==> src/rtl/mem_dump_reader_pkg.sv <==
// Shared definitions for the memory dump reader and the debug UART unit.
package mem_dump_reader_pkg;

    localparam int DEFAULT_DATA_WIDTH = 32;

    // state | meaning
    // IDLE  | waiting for a start request, debug address parked at 0
    // ADDR  | debug address presented, memory registers the word
    // LATCH | registered word captured into the serializer
    // SEND  | bytes of the current word streamed LSB first
    // DONE  | one-cycle completion pulse, address returns to 0
    localparam logic [2:0] ST_IDLE  = 3'd0;
    localparam logic [2:0] ST_ADDR  = 3'd1;
    localparam logic [2:0] ST_LATCH = 3'd2;
    localparam logic [2:0] ST_SEND  = 3'd3;
    localparam logic [2:0] ST_DONE  = 3'd4;

    typedef enum logic [2:0] {
        IDLE  = ST_IDLE,
        ADDR  = ST_ADDR,
        LATCH = ST_LATCH,
        SEND  = ST_SEND,
        DONE  = ST_DONE
    } dump_state_e;

    function automatic int bytes_per_word(input int data_width);
        return data_width / 8;
    endfunction

    localparam int BYTES_PER_WORD = bytes_per_word(DEFAULT_DATA_WIDTH);

endpackage

==> src/rtl/mem_dump_reader_word_serializer.sv <==
// Loads one memory word and streams it out LSB byte first over valid/ready.
module mem_dump_reader_word_serializer
    import mem_dump_reader_pkg::*;
#(
    parameter int DATA_WIDTH = 32
) (
    input  logic                  clk,
    input  logic                  rst,
    input  logic                  load_i,
    input  logic [DATA_WIDTH-1:0] word_i,
    output logic [7:0]            tx_data_o,
    output logic                  tx_valid_o,
    input  logic                  tx_ready_i,
    output logic                  last_accept_o
);

    localparam int BPW   = bytes_per_word(DATA_WIDTH);
    localparam int IDX_W = (BPW > 1) ? $clog2(BPW) : 1;
    localparam logic [IDX_W-1:0] LAST_IDX = IDX_W'(BPW - 1);

    logic [DATA_WIDTH-1:0] shreg_q, shreg_d;
    logic [IDX_W-1:0]      idx_q, idx_d;
    logic                  valid_q, valid_d;
    logic                  accept;

    assign accept        = valid_q && tx_ready_i;
    assign last_accept_o = accept && (idx_q == LAST_IDX);
    assign tx_data_o     = shreg_q[7:0];
    assign tx_valid_o    = valid_q;

    // Next-state: load a fresh word, or shift out one byte per accepted transfer.
    always_comb begin
        shreg_d = shreg_q;
        idx_d   = idx_q;
        valid_d = valid_q;
        if (load_i) begin
            shreg_d = word_i;
            idx_d   = '0;
            valid_d = 1'b1;
        end else if (accept) begin
            shreg_d = shreg_q >> 8;
            idx_d   = idx_q + 1'b1;
            if (idx_q == LAST_IDX) begin
                valid_d = 1'b0;
            end
        end
    end

    // Shift register, byte index and valid flag.
    always_ff @(posedge clk) begin
        if (rst) begin
            shreg_q <= '0;
            idx_q   <= '0;
            valid_q <= 1'b0;
        end else begin
            shreg_q <= shreg_d;
            idx_q   <= idx_d;
            valid_q <= valid_d;
        end
    end

endmodule

==> src/rtl/mem_dump_reader.sv <==
// Walks the whole data memory through its debug port and streams it as bytes.
module mem_dump_reader
    import mem_dump_reader_pkg::*;
#(
    parameter int DATA_WIDTH = 32,
    parameter int MEM_SIZE   = 64,
    parameter int ADDR_WIDTH = $clog2(MEM_SIZE)
) (
    input  logic                  clk,
    input  logic                  rst,
    input  logic                  i_start,
    output logic [ADDR_WIDTH-1:0] o_debug_addr,
    input  logic [DATA_WIDTH-1:0] i_debug_data,
    output logic [7:0]            o_tx_data,
    output logic                  o_tx_valid,
    input  logic                  i_tx_ready,
    output logic                  o_busy,
    output logic                  o_done
);

    localparam int BPW = bytes_per_word(DATA_WIDTH);
    localparam logic [ADDR_WIDTH-1:0] ADDR_STEP = ADDR_WIDTH'(BPW);
    localparam logic [ADDR_WIDTH-1:0] LAST_ADDR = ADDR_WIDTH'(MEM_SIZE - BPW);

    dump_state_e           state_q;
    logic [ADDR_WIDTH-1:0] addr_q;
    logic                  busy_q;
    logic                  done_q;
    logic                  ser_load;
    logic                  ser_last;

    assign ser_load     = (state_q == LATCH);
    assign o_debug_addr = addr_q;
    assign o_busy       = busy_q;
    assign o_done       = done_q;

    mem_dump_reader_word_serializer #(
        .DATA_WIDTH (DATA_WIDTH)
    ) u_serializer (
        .clk           (clk),
        .rst           (rst),
        .load_i        (ser_load),
        .word_i        (i_debug_data),
        .tx_data_o     (o_tx_data),
        .tx_valid_o    (o_tx_valid),
        .tx_ready_i    (i_tx_ready),
        .last_accept_o (ser_last)
    );

    // Dump sequencer: address walk plus registered busy/done flags.
    always_ff @(posedge clk) begin
        if (rst) begin
            state_q <= IDLE;
            addr_q  <= '0;
            busy_q  <= 1'b0;
            done_q  <= 1'b0;
        end else begin
            done_q <= 1'b0;
            case (state_q)
                IDLE: begin
                    if (i_start) begin
                        state_q <= ADDR;
                        addr_q  <= '0;
                        busy_q  <= 1'b1;
                    end
                end
                ADDR: begin
                    state_q <= LATCH;
                end
                LATCH: begin
                    state_q <= SEND;
                end
                SEND: begin
                    if (ser_last) begin
                        // Compare before adding so the counter never steps past the last word.
                        if (addr_q == LAST_ADDR) begin
                            state_q <= DONE;
                            done_q  <= 1'b1;
                        end else begin
                            addr_q  <= addr_q + ADDR_STEP;
                            state_q <= ADDR;
                        end
                    end
                end
                DONE: begin
                    state_q <= IDLE;
                    addr_q  <= '0;
                    busy_q  <= 1'b0;
                end
                default: begin
                    state_q <= IDLE;
                    addr_q  <= '0;
                    busy_q  <= 1'b0;
                end
            endcase
        end
    end

endmodule

==> config.mk <==
export PLATFORM = sky130hd
export DESIGN_NAME = mem_dump_reader
export DESIGN_NICKNAME = d
export VERILOG_FILES = /design/src/rtl/mem_dump_reader_pkg.sv /design/src/rtl/mem_dump_reader_word_serializer.sv /design/src/rtl/mem_dump_reader.sv
export SDC_FILE = /design/constraint.sdc
export NUM_CORES = 1
export LEC_CHECK = 0
export BUFFER_PORTS_ARGS = -buffer_cell sky130_fd_sc_hd__buf_2
export CORE_MARGIN = 2
export CORE_UTILIZATION = 48
export CTS_BUF_LIST = sky130_fd_sc_hd__clkbuf_8 sky130_fd_sc_hd__clkbuf_16
export CTS_CLUSTER_DIAMETER = 150
export DETAILED_ROUTE_END_ITERATION = 16
export HOLD_SLACK_MARGIN = 0.06
export PLACE_DENSITY = 0.74
export REMOVE_ABC_BUFFERS = 1
export SYNTH_ARGS = -nofsm -noshare
export SYNTH_HDL_FRONTEND = slang
export SYNTH_SLANG_ARGS = --single-unit
==> constraint.sdc <==
create_clock -name clk -period 1.31 [get_ports clk]
set_input_delay 0.0655 -clock clk [delete_from_list [all_inputs] [get_ports clk]]
set_output_delay 0.0655 -clock clk [all_outputs]
set_load 0.01 [all_outputs]
==> results of run 1 <==
==> layer usage <==
layer  global-route usage [%]  share of wire, %  vias to the layer above
li1                         -                 -                      978
met1                    25.95                44                      942
met2                    32.09                49                       65
met3                    4.131               6.6                        4
met4                    3.983              0.58                        0
met5                        0                 0                        -
==> layout by cell type (no fill, tap or decap), drive strengths merged <==
master	netlist	final
nand2	35	35
nor2	26	26
or3b	1	1
buf	20	67
and4bb	1	1
clkbuf	10	7
a41o	1	1
ha	3	3
nand4	2	2
or4	1	1
nor3b	1	1
a311oi	24	24
o211ai	3	3
nand3	34	34
o31ai	1	1
inv	3	4
mux2i	1	1
and3	3	3
nor3	5	5
dlygate4sd3	0	9
o21ai	2	2
conb	1	2
nor4	1	1
a31oi	3	3
a211oi	2	2
nand4bb	1	1
nand2b	1	1
a21oi	11	11
dfxtp	44	44
clkinv	0	1
xor2	1	1
o311ai	1	1
==> critical path, cell delays in order, from the launching register on <==
cell,delay (ps)
dfxtp_1,320
or3b_4,480
clkbuf_16,220
a311oi_2,220
==> per-stage QoR <==
stage | utilization [%] | cell area (sq um) | hold WS (ps)
6_report | 63.39 | 2760 | 69.13
5_1_grt | 63.39 | 2760 | 73.86
4_1_cts | 60.43 | 2631 | 66.54
3_5_place_dp | 55.86 | 2432 | 323.1
3_3_place_gp | 55.86 | 2432 | 311.9
2_1_floorplan | - | 1979 | 133.4
==> sequential cells by signal (all words and copies together), names as in the netlist <==
register and flops:
u_serializer.idx_q 2, o_busy 1, o_done 1, o_debug_addr 4, u_serializer.shreg_q 32, u_serializer.tx_valid_o 1, state_q 3
==> cell families (layout without fill, tap and decap cells) <==
kind of cell               after synthesis  in the layout  synth area share [%]
adders and majority gates                3              3                 1.739
buffers and inverters                   33             88                 8.985
DFF                                     44             44                 40.81
AOI/OAI and AO/OA                       48             48                 23.54
xor gates and xnor gates                 1              1                0.4059
muxes                                    1              1                0.4638
other                                    1              2                0.1737
and+or+nand+nor                        112            112                 23.88
==> layout make-up <==
class                   instances  share of cell area, %
repair buffers                 78                  20.53
multi-input cells             167                  41.80
flip-flops and latches         44                  32.09
clock inverters                 2                 0.3173
clock buffers                   5                  2.493
inverters                       3                 0.4080
well taps                      52                  2.357
==> where the power goes <==
part | internal, mW | total (mW) | switching (mW)
registers | 1.43 | 1.49 | 0.0537
logic | 0.275 | 0.582 | 0.307
clock network | 0.355 | 0.784 | 0.429
total | 2.06 | 2.85 | 0.790
==> path summary, 6_finish.rpt <==
kind,start,to,slack [ps]
max,state_q[2],u_serializer.shreg_q[18],-30
min,i_start,state_q[0],70
max reg2reg,state_q[2],u_serializer.shreg_q[18],-30
min reg2reg,u_serializer.shreg_q[28],u_serializer.shreg_q[28],470
==> what timing repair did <==
item,in CTS,in global routing
pin swaps,0,3
resized for setup,3,19
cloned,1,3
hold endpoints to repair,11,0
endpoints found under the setup margin,33,31
hold buffers,9,0
==> metrics.txt, run 1 <==
Max Freq 0.7487 GHz; final net count between 300 and 400; initial antenna violation count 0; total CTS buffers 5; ys flop type dfxtp_1; syn_area_per_cell 8.882 sq um; FF/Latch Area slightly below 900 sq um; clock skew approximately 3.8 ps; Layout Area Growth over Synthesis 27.88%; Row Count 24; vias in the first global route between 1500 and 2000; Worst-Skew Late Latency 290 ps; final worst slack -25.69 ps; DP Wirelength about 3.0 mm; synth cell count leaders 44 x dfxtp_1, 35 x nand2_1, 34 x nand3_1; failing checks setup timing; GRT Overall Usage between 10% and 20%; startpoint types register; top post-synthesis cells by area dfxtp_1 41%, a311oi_2 17%, nand3_1 7.9%, nand2_1 6.1%, nor2_1 4.5%; clock root buffer master clkbuf_8; Req. time, crit path between 1500 and 2000 ps; largest net degree at the start of global routing 36; Layout Cells excl Fill between 300 and 400; maximum vdd drop around 0.0006 V; Period minus WS final around 1300 ps; GP Congestion just under 0.8; # diodes 0; First-pass DRT Iterations 4; fraction of registers with async set/reset 0%; Place WS -70.10 ps; Via density roughly 5.7; post-DR wirelength/cell between 10 and 15 microns; port bufs 50; outcome complete, but fails checks; maxcap violations 0; post-synthesis sequential element count between 40 and 50; share of the synthesized area in the top cell type 40.81%; multi-input logic area between 0.001 and 0.0015 sq mm; H-tree Lvls 2; initial detailed-routing violation count 141; top-count cell post-synth dfxtp_1; P_leak approximately 1.1 nW; worst-margin pin slew between 500 and 600 ps; RSZ-0062 raised after global routing true; die footprint roughly 0.005 sq mm; max_slew headroom 65.96%; IO Pins 53; pwr/cell area between 1000 and 1500 mW/mm^2; via count between 1500 and 2000; Die W 71.06 microns; Placeable Area ~0.0044 sq mm; worst min path class input port to register; DRT Wirelength between 5 and 6 mm; worst-case clock buffer depth 2; DR DRC count 0; Placed Cells around 330; Post-Syn Instances ~240; Max Slew Vio Count 0; Die Y slightly above 70 microns; CTS clock-pin slew for the worst setup and hold paths roughly 80 ps; Final Hold Fails 0; critical path class register to register; mapped cell area approximately 0.0022 sq mm; library cells used by synthesis 33; crit-path max FO 14; Starting Density between 40 and 50%; TritonCTS clock tree yes; layout cells sized above 1 about two fifths; setup bufs post-CTS 0; filler instances 362; Critical Path AT between 1500 and 2000 ps; GRT Residual Overflow 0; sequential element share of the synthesized area 40.81%; Reg2Reg Depth 3; Power Total around 2.9 mW; first-pass GRT wire length slightly below 8 mm; endpoints failing setup 4; cell accounting for the most synthesized area dfxtp_1; post-route setup TNS -54.97 ps; hold depth 3; Period Utilization, post-route 102.0%; # clock sinks 44; number of enable flip-flop cells after synthesis 0; Crit. End Element register; Antenna Violating Nets Remaining 0; Ys Warns 0
(Power assumes the default switching activity.)
==> inputs of run 2 (changes only) <==
--- a/config.mk
+++ b/config.mk
@@ -5,15 +5,17 @@
 export SDC_FILE = /design/constraint.sdc
 export NUM_CORES = 1
 export LEC_CHECK = 0
+export ABC_AREA = 1
 export BUFFER_PORTS_ARGS = -buffer_cell sky130_fd_sc_hd__buf_2
 export CORE_MARGIN = 2
-export CORE_UTILIZATION = 48
+export CORE_UTILIZATION = 47
 export CTS_BUF_LIST = sky130_fd_sc_hd__clkbuf_8 sky130_fd_sc_hd__clkbuf_16
 export CTS_CLUSTER_DIAMETER = 150
 export DETAILED_ROUTE_END_ITERATION = 16
 export HOLD_SLACK_MARGIN = 0.06
-export PLACE_DENSITY = 0.74
+export PLACE_DENSITY = 0.73
 export REMOVE_ABC_BUFFERS = 1
+export SKIP_CTS_REPAIR_TIMING = 1
 export SYNTH_ARGS = -nofsm -noshare
 export SYNTH_HDL_FRONTEND = slang
 export SYNTH_SLANG_ARGS = --single-unit
==> metrics.txt, run 2 <==
outcome finished clean; clock root buffer master clkbuf_8; Place WS 12.88 ps (+82.98 ps); Die Y 69.02 microns (-2.9%); Final Hold Fails 0 (unchanged); Critical Path AT 1410 ps (-120 ps); cell accounting for the most synthesized area dfxtp_1; crit-path max FO 4 (-10); max reg flops 32 (unchanged); post-synthesis sequential element count 44 (unchanged); CP startpoint state_q[2]; Row Count 23 (-4.2%); Antenna Violating Nets Remaining 0 (unchanged); Ys Warns 0 (unchanged); # clock sinks 44 (unchanged); Via density 5.087 (-10%); P_leak 1.138 nW (+5.9%); final core utilization 65.37% (+2.0 points); share of the synthesized area in the top cell type 44.33% (+3.5 points); GRT Residual Overflow 0 (unchanged); endpoints failing setup 0 (-4); Max Freq 0.8224 GHz (+9.8%); library cells used by synthesis 23 (-30%); Period Utilization, post-route 92.82% (-9.1 points); final instance area 0.002634 sq mm (-4.6%); DRT Wirelength 4.836 mm (-6.7%); Die W 69.02 microns (-2.9%); filler instances 365 (+0.83%); initial antenna violation count 0 (unchanged); top-count cell post-synth nand2_1; synth cell count leaders 76 x nand2_1, 44 x dfxtp_1, 21 x nand3_1, 21 x o21ai_0, 19 x a31oi_1; Power Total 3.574 mW (+25%); DP Wirelength 3.107 mm (+4.7%); placed standard-cell area 0.002280 sq mm (-6.3%); port bufs 50 (unchanged); H-tree Lvls 2 (unchanged); layout cells sized above 1 28.74% (-11 points); Biggest register u_serializer.shreg_q; multi-input logic area 920.9 sq um (-20%); first-pass GRT wire length 7.521 mm (-5.1%); total CTS buffers 5 (unchanged); GP Congestion 0.7789 (-0.94%); Req. time, crit path 1510 ps (about the same); die footprint 0.004764 sq mm (-5.6%); syn_area_per_cell 7.332 sq um (-17%); worst-case clock buffer depth 2 (unchanged); vias in the first global route 1747 (-2.6%); post-DR wirelength/cell 12.37 microns (-16%); Max Slew Vio Count 0 (unchanged); hold slack 23.50 ps (-45.64 ps); GRT Overall Usage 19.29% (about the same); post-route setup TNS 0 ps (+54.97 ps); maxcap violations 0 (unchanged); hold path start i_debug_data[19]; Layout Cells excl Fill 391 (+11%); most frequent cells in the layout 74 x nand2_1, 50 x buf_2, 39 x dfxtp_1; FF-to-FF Start state_q[2]; TritonCTS clock tree yes; # diodes 0 (unchanged); Worst-Skew Late Latency 300 ps (about the same); sequential element share of the synthesized area 44.33% (+3.5 points); Starting Density 49.32% (-0.25 points); initial detailed-routing violation count 80 (-43%); FF/Latch Area 887.1 sq um (+0.14%); startpoint types register; final worst slack 94.04 ps (+119.7 ps); largest net degree at the start of global routing 23 (-36%); clock skew 3.065 ps (-0.7541 ps); IO Pins 53 (unchanged); via count 1989 (unchanged); pwr/cell area 1357 mW/mm^2 (+31%); mapped cell area 0.001987 sq mm (-7.9%); First-pass DRT Iterations 4 (unchanged); number of enable flip-flop cells after synthesis 0 (unchanged); top post-synthesis cells by area dfxtp_1 44%, nand2_1 14%, a31oi_1 6.0%, nand3_1 5.3%, o21ai_0 5.3%; Placeable Area 0.004029 sq mm (-7.5%); Layout Area Growth over Synthesis 32.56%; Period minus WS final 1216 ps (-119.7 ps); final net count 379 (+12%); worst min path class input port to register; DR DRC count 0 (unchanged); ys flop type dfxtp_1; Crit. End Element register; CTS clock-pin slew for the worst setup and hold paths 80 ps (about the same); fraction of registers with async set/reset 0% (unchanged); critical path class register to register; Post-Syn Instances 271 (+12%); most common cell after layout, fill and taps aside nand2_1; Placed Cells 362 (+9.4%); maximum vdd drop 0.0006816 V (+11%)
run 2: cell count changes after synthesis, sizes merged, moves of 2 or more:
cell    delta
inv       +15
o21ai     +19
nor2      -12
nand2     +45
a31oi     +16
clkbuf     -6
and3       -3
a21oi      +7
nor3       -2
a311oi    -24
nand3     -12
o211ai     -3
run 2: cell type report:
cell class,instances,area share (%)
Clock buffer,5,2.613
Clock inverter,3,1.473
Inverter,18,2.613
Multi-Input combinational cell,185,34.96
Sequential cell,44,33.68
Tap cell,50,2.375
Timing Repair Buffer,86,22.28
run 2: cell families (layout without fill, tap and decap cells):
family,count (synthesis),in the layout,share of synthesized area [%]
and+or+nand+nor,120,120,25.88
AOI/OAI and AO/OA,59,59,16.37
DFF,44,44,44.33
buffers and inverters,43,112,10.89
adders and majority gates,3,3,1.889
other,1,2,0.1887
xor gates and xnor gates,1,1,0.4409
run 2: per-layer routing:
metal / global-route usage, % / part of all wire [%] / vias up
met1: 24.11 / 44 / 915
met4: 7.190 / 1.2 / 0
met5: 0 / 0 / -
met3: 6.287 / 4.9 / 6
met2: 30.98 / 50 / 53
li1: - / - / 1015
run 2: worst max-delay path: stages (launching register included):
cell and delay (ps):
dfxtp_2 350, nor2_2 150, nand3_1 170, nand2_2 120
inv_2 50, nand2_2 100, inv_2 50, nor2_1 80
nor2_1 40
run 2: worst paths after layout:
| kind | to | slack, ps | cells past startpoint |
|---|---|---|---|
| setup / recovery | o_debug_addr[3] | 90 | 8 |
| hold / removal | u_serializer.shreg_q[19] | 20 | 3 |
| setup reg to reg | o_debug_addr[3] | 90 | 8 |
| hold reg to reg | u_serializer.shreg_q[26] | 460 | 2 |
run 2: power breakdown:
part | switching [mW] | internal (mW)
sequential | 0.0973 | 1.51
clock | 0.458 | 0.558
combinational | 0.541 | 0.412
total | 1.10 | 2.48
==> inputs of run 3 (changes only) <==
--- a/config.mk
+++ b/config.mk
@@ -7,13 +7,14 @@
 export LEC_CHECK = 0
 export ABC_AREA = 1
 export BUFFER_PORTS_ARGS = -buffer_cell sky130_fd_sc_hd__buf_2
-export CORE_MARGIN = 2
-export CORE_UTILIZATION = 47
+export CORE_MARGIN = 3
+export CORE_UTILIZATION = 52
 export CTS_BUF_LIST = sky130_fd_sc_hd__clkbuf_8 sky130_fd_sc_hd__clkbuf_16
 export CTS_CLUSTER_DIAMETER = 150
 export DETAILED_ROUTE_END_ITERATION = 16
 export HOLD_SLACK_MARGIN = 0.06
-export PLACE_DENSITY = 0.73
+export PLACE_DENSITY = 0.77
+export RECOVER_POWER = 25
 export REMOVE_ABC_BUFFERS = 1
 export SKIP_CTS_REPAIR_TIMING = 1
 export SYNTH_ARGS = -nofsm -noshare
==> constraint.sdc (replaced) <==
create_clock -name clk -period 1.2 [get_ports clk]
set_input_delay 0.06 -clock clk [delete_from_list [all_inputs] [get_ports clk]]
set_output_delay 0.06 -clock clk [all_outputs]
set_load 0.01 [all_outputs]
==> metrics.txt, run 3 (synthesized netlist as in run 2, its figures left out) <==
clock root buffer master clkbuf_8; First-pass DRT Iterations 4 (unchanged); final core utilization 80.59% (+15 points); total CTS buffers 5 (unchanged); worst path cell trace nor2_2, nand3_2, nand2_2, inv_2, nand2_4, inv_2, nor2_1, nor2_1; Max Freq 0.7908 GHz (-3.8%); crit-path max FO 5 (+1); max reg flops 32 (unchanged); filler instances 243 (-33%); GRT Overall Usage 20.12% (+0.82 points); GRT Residual Overflow 0 (unchanged); pwr/cell area 1385 mW/mm^2 (+2.1%); Max Slew Vio Count 0 (unchanged); Starting Density 56.86% (+7.5 points); RSZ-0062 raised after global routing true; # diodes 0 (unchanged); worst-case clock buffer depth 2 (unchanged); maxcap violations 0 (unchanged); die footprint 0.004599 sq mm (-3.5%); Antenna Violating Nets Remaining 0 (unchanged); Worst-Skew Late Latency 290 ps (about the same); hold depth 3 (unchanged); post-DR wirelength/cell 13.08 microns (+5.8%); Final Hold Fails 0 (unchanged); clock skew 4.017 ps (+0.9522 ps); final net count 392 (+3.4%); Die Y 67.82 microns (-1.7%); Biggest register u_serializer.shreg_q; Critical-path top delay cell dfxtp_4; DR DRC count 0 (unchanged); initial antenna violation count 0 (unchanged); Period Utilization, post-route 105.4% (+13 points); IO Pins 53 (unchanged); endpoints failing setup 2 (+2); Placeable Area 0.003495 sq mm (-13%); port bufs 50 (unchanged); GP Congestion 0.7982 (+2.5%); most common cell after layout, fill and taps aside nand2_1; layout cells sized above 1 35.13% (+6.4 points); critical path class register to register; initial detailed-routing violation count 158 (+98%); # clock sinks 44 (unchanged); H-tree Lvls 2 (unchanged); P_leak 1.163 nW (+2.2%); vias in the first global route 1699 (-2.7%); most frequent cells in the layout 70 x nand2_1, 42 x buf_2, 36 x dfxtp_1; Reg2Reg Depth 8 (unchanged); DP Wirelength 3.231 mm (+4.0%); Power Total 3.901 mW (+9.1%); maximum vdd drop 0.0008506 V (+25%); Row Count 21 (-8.7%); DRT Wirelength 5.219 mm (+7.9%); Via density 5.170 (+1.6%); startpoint types register; Layout Area Growth over Synthesis 41.75%; Crit. End Element register; first-pass GRT wire length 7.162 mm (-4.8%); TritonCTS clock tree yes; outcome complete, but fails checks; Critical Path AT 1450 ps (+40 ps); CTS clock-pin slew for the worst setup and hold paths 80 ps (about the same); Req. time, crit path 1390 ps (-120 ps); crit-path max cell delay 380 ps (+30 ps); Die W 67.82 microns (-1.7%); post-route setup TNS -86.44 ps (-86.44 ps); via count 2063 (+3.7%); Period minus WS final 1265 ps (+48.56 ps); worst min path class input port to register; final worst slack -64.51 ps (-158.6 ps); failing checks setup timing; largest net degree at the start of global routing 31 (+35%)
==> run 3: cell count changes in the layout (fill, tap and decap cells not counted), sizes merged <==
cell         change
clkbuf           +9
buf              +8
dlygate4sd3      -4
bufinv           -1
clkinv           -1
inv              +1
==> run 3: final cells by class <==
class | count | area, sq um | share of cell area [%]
multi-input cells | 185 | 1013 | 35.98
flip-flops and latches | 44 | 900.9 | 31.99
repair buffers | 99 | 696.9 | 24.74
inverters | 18 | 70.07 | 2.488
clock buffers | 5 | 68.82 | 2.443
well taps | 46 | 57.56 | 2.044
clock inverters | 2 | 8.758 | 0.3110
==> run 3: stage by stage <==
step                      instances  cell area, sq um  hold slack (ps)  setup WS [ps]
after floorplan                 247              1842            122.4         -300.0
after global placement          369              2382            312.3         -11.04
after detailed placement        369              2382            319.7         -96.89
after CTS                       376              2460            7.568         -112.8
after global routing            399              2816            65.51         -125.9
final                           399              2816            38.24         -64.51
==> run 3: where the power goes <==
| part | leakage [nW] | internal [mW] | switching (mW) |
|---|---|---|---|
| clock | 0.0452 | 0.388 | 0.470 |
| combinational | 0.754 | 0.583 | 0.688 |
| sequential | 0.363 | 1.65 | 0.123 |
| total | 1.16 | 2.62 | 1.28 |
==> run 3: final timing paths <==
kind                                  from                        to  slack, ps
setup / recovery                state_q[1]           o_debug_addr[5]        -60
setup reg to reg                state_q[1]           o_debug_addr[5]        -60
hold reg to reg   u_serializer.shreg_q[14]  u_serializer.shreg_q[14]        470
hold / removal             i_debug_data[8]   u_serializer.shreg_q[8]         40
==> run 3: routing by layer <==
layer,track usage [%],vias to the layer above,routed length [microns]
li1,-,1046,-
met1,24.85,943,2153
met2,34.99,68,2705
met3,4.926,6,316
met4,5.211,0,44
met5,0,-,0
==> run 3: worst max-delay path: cells and delay by family, from the launching register on <==
family	cells	cell delay, ps
AND/OR/NAND/NOR	6	660
flip-flops	1	380
buffers and inverters	2	120
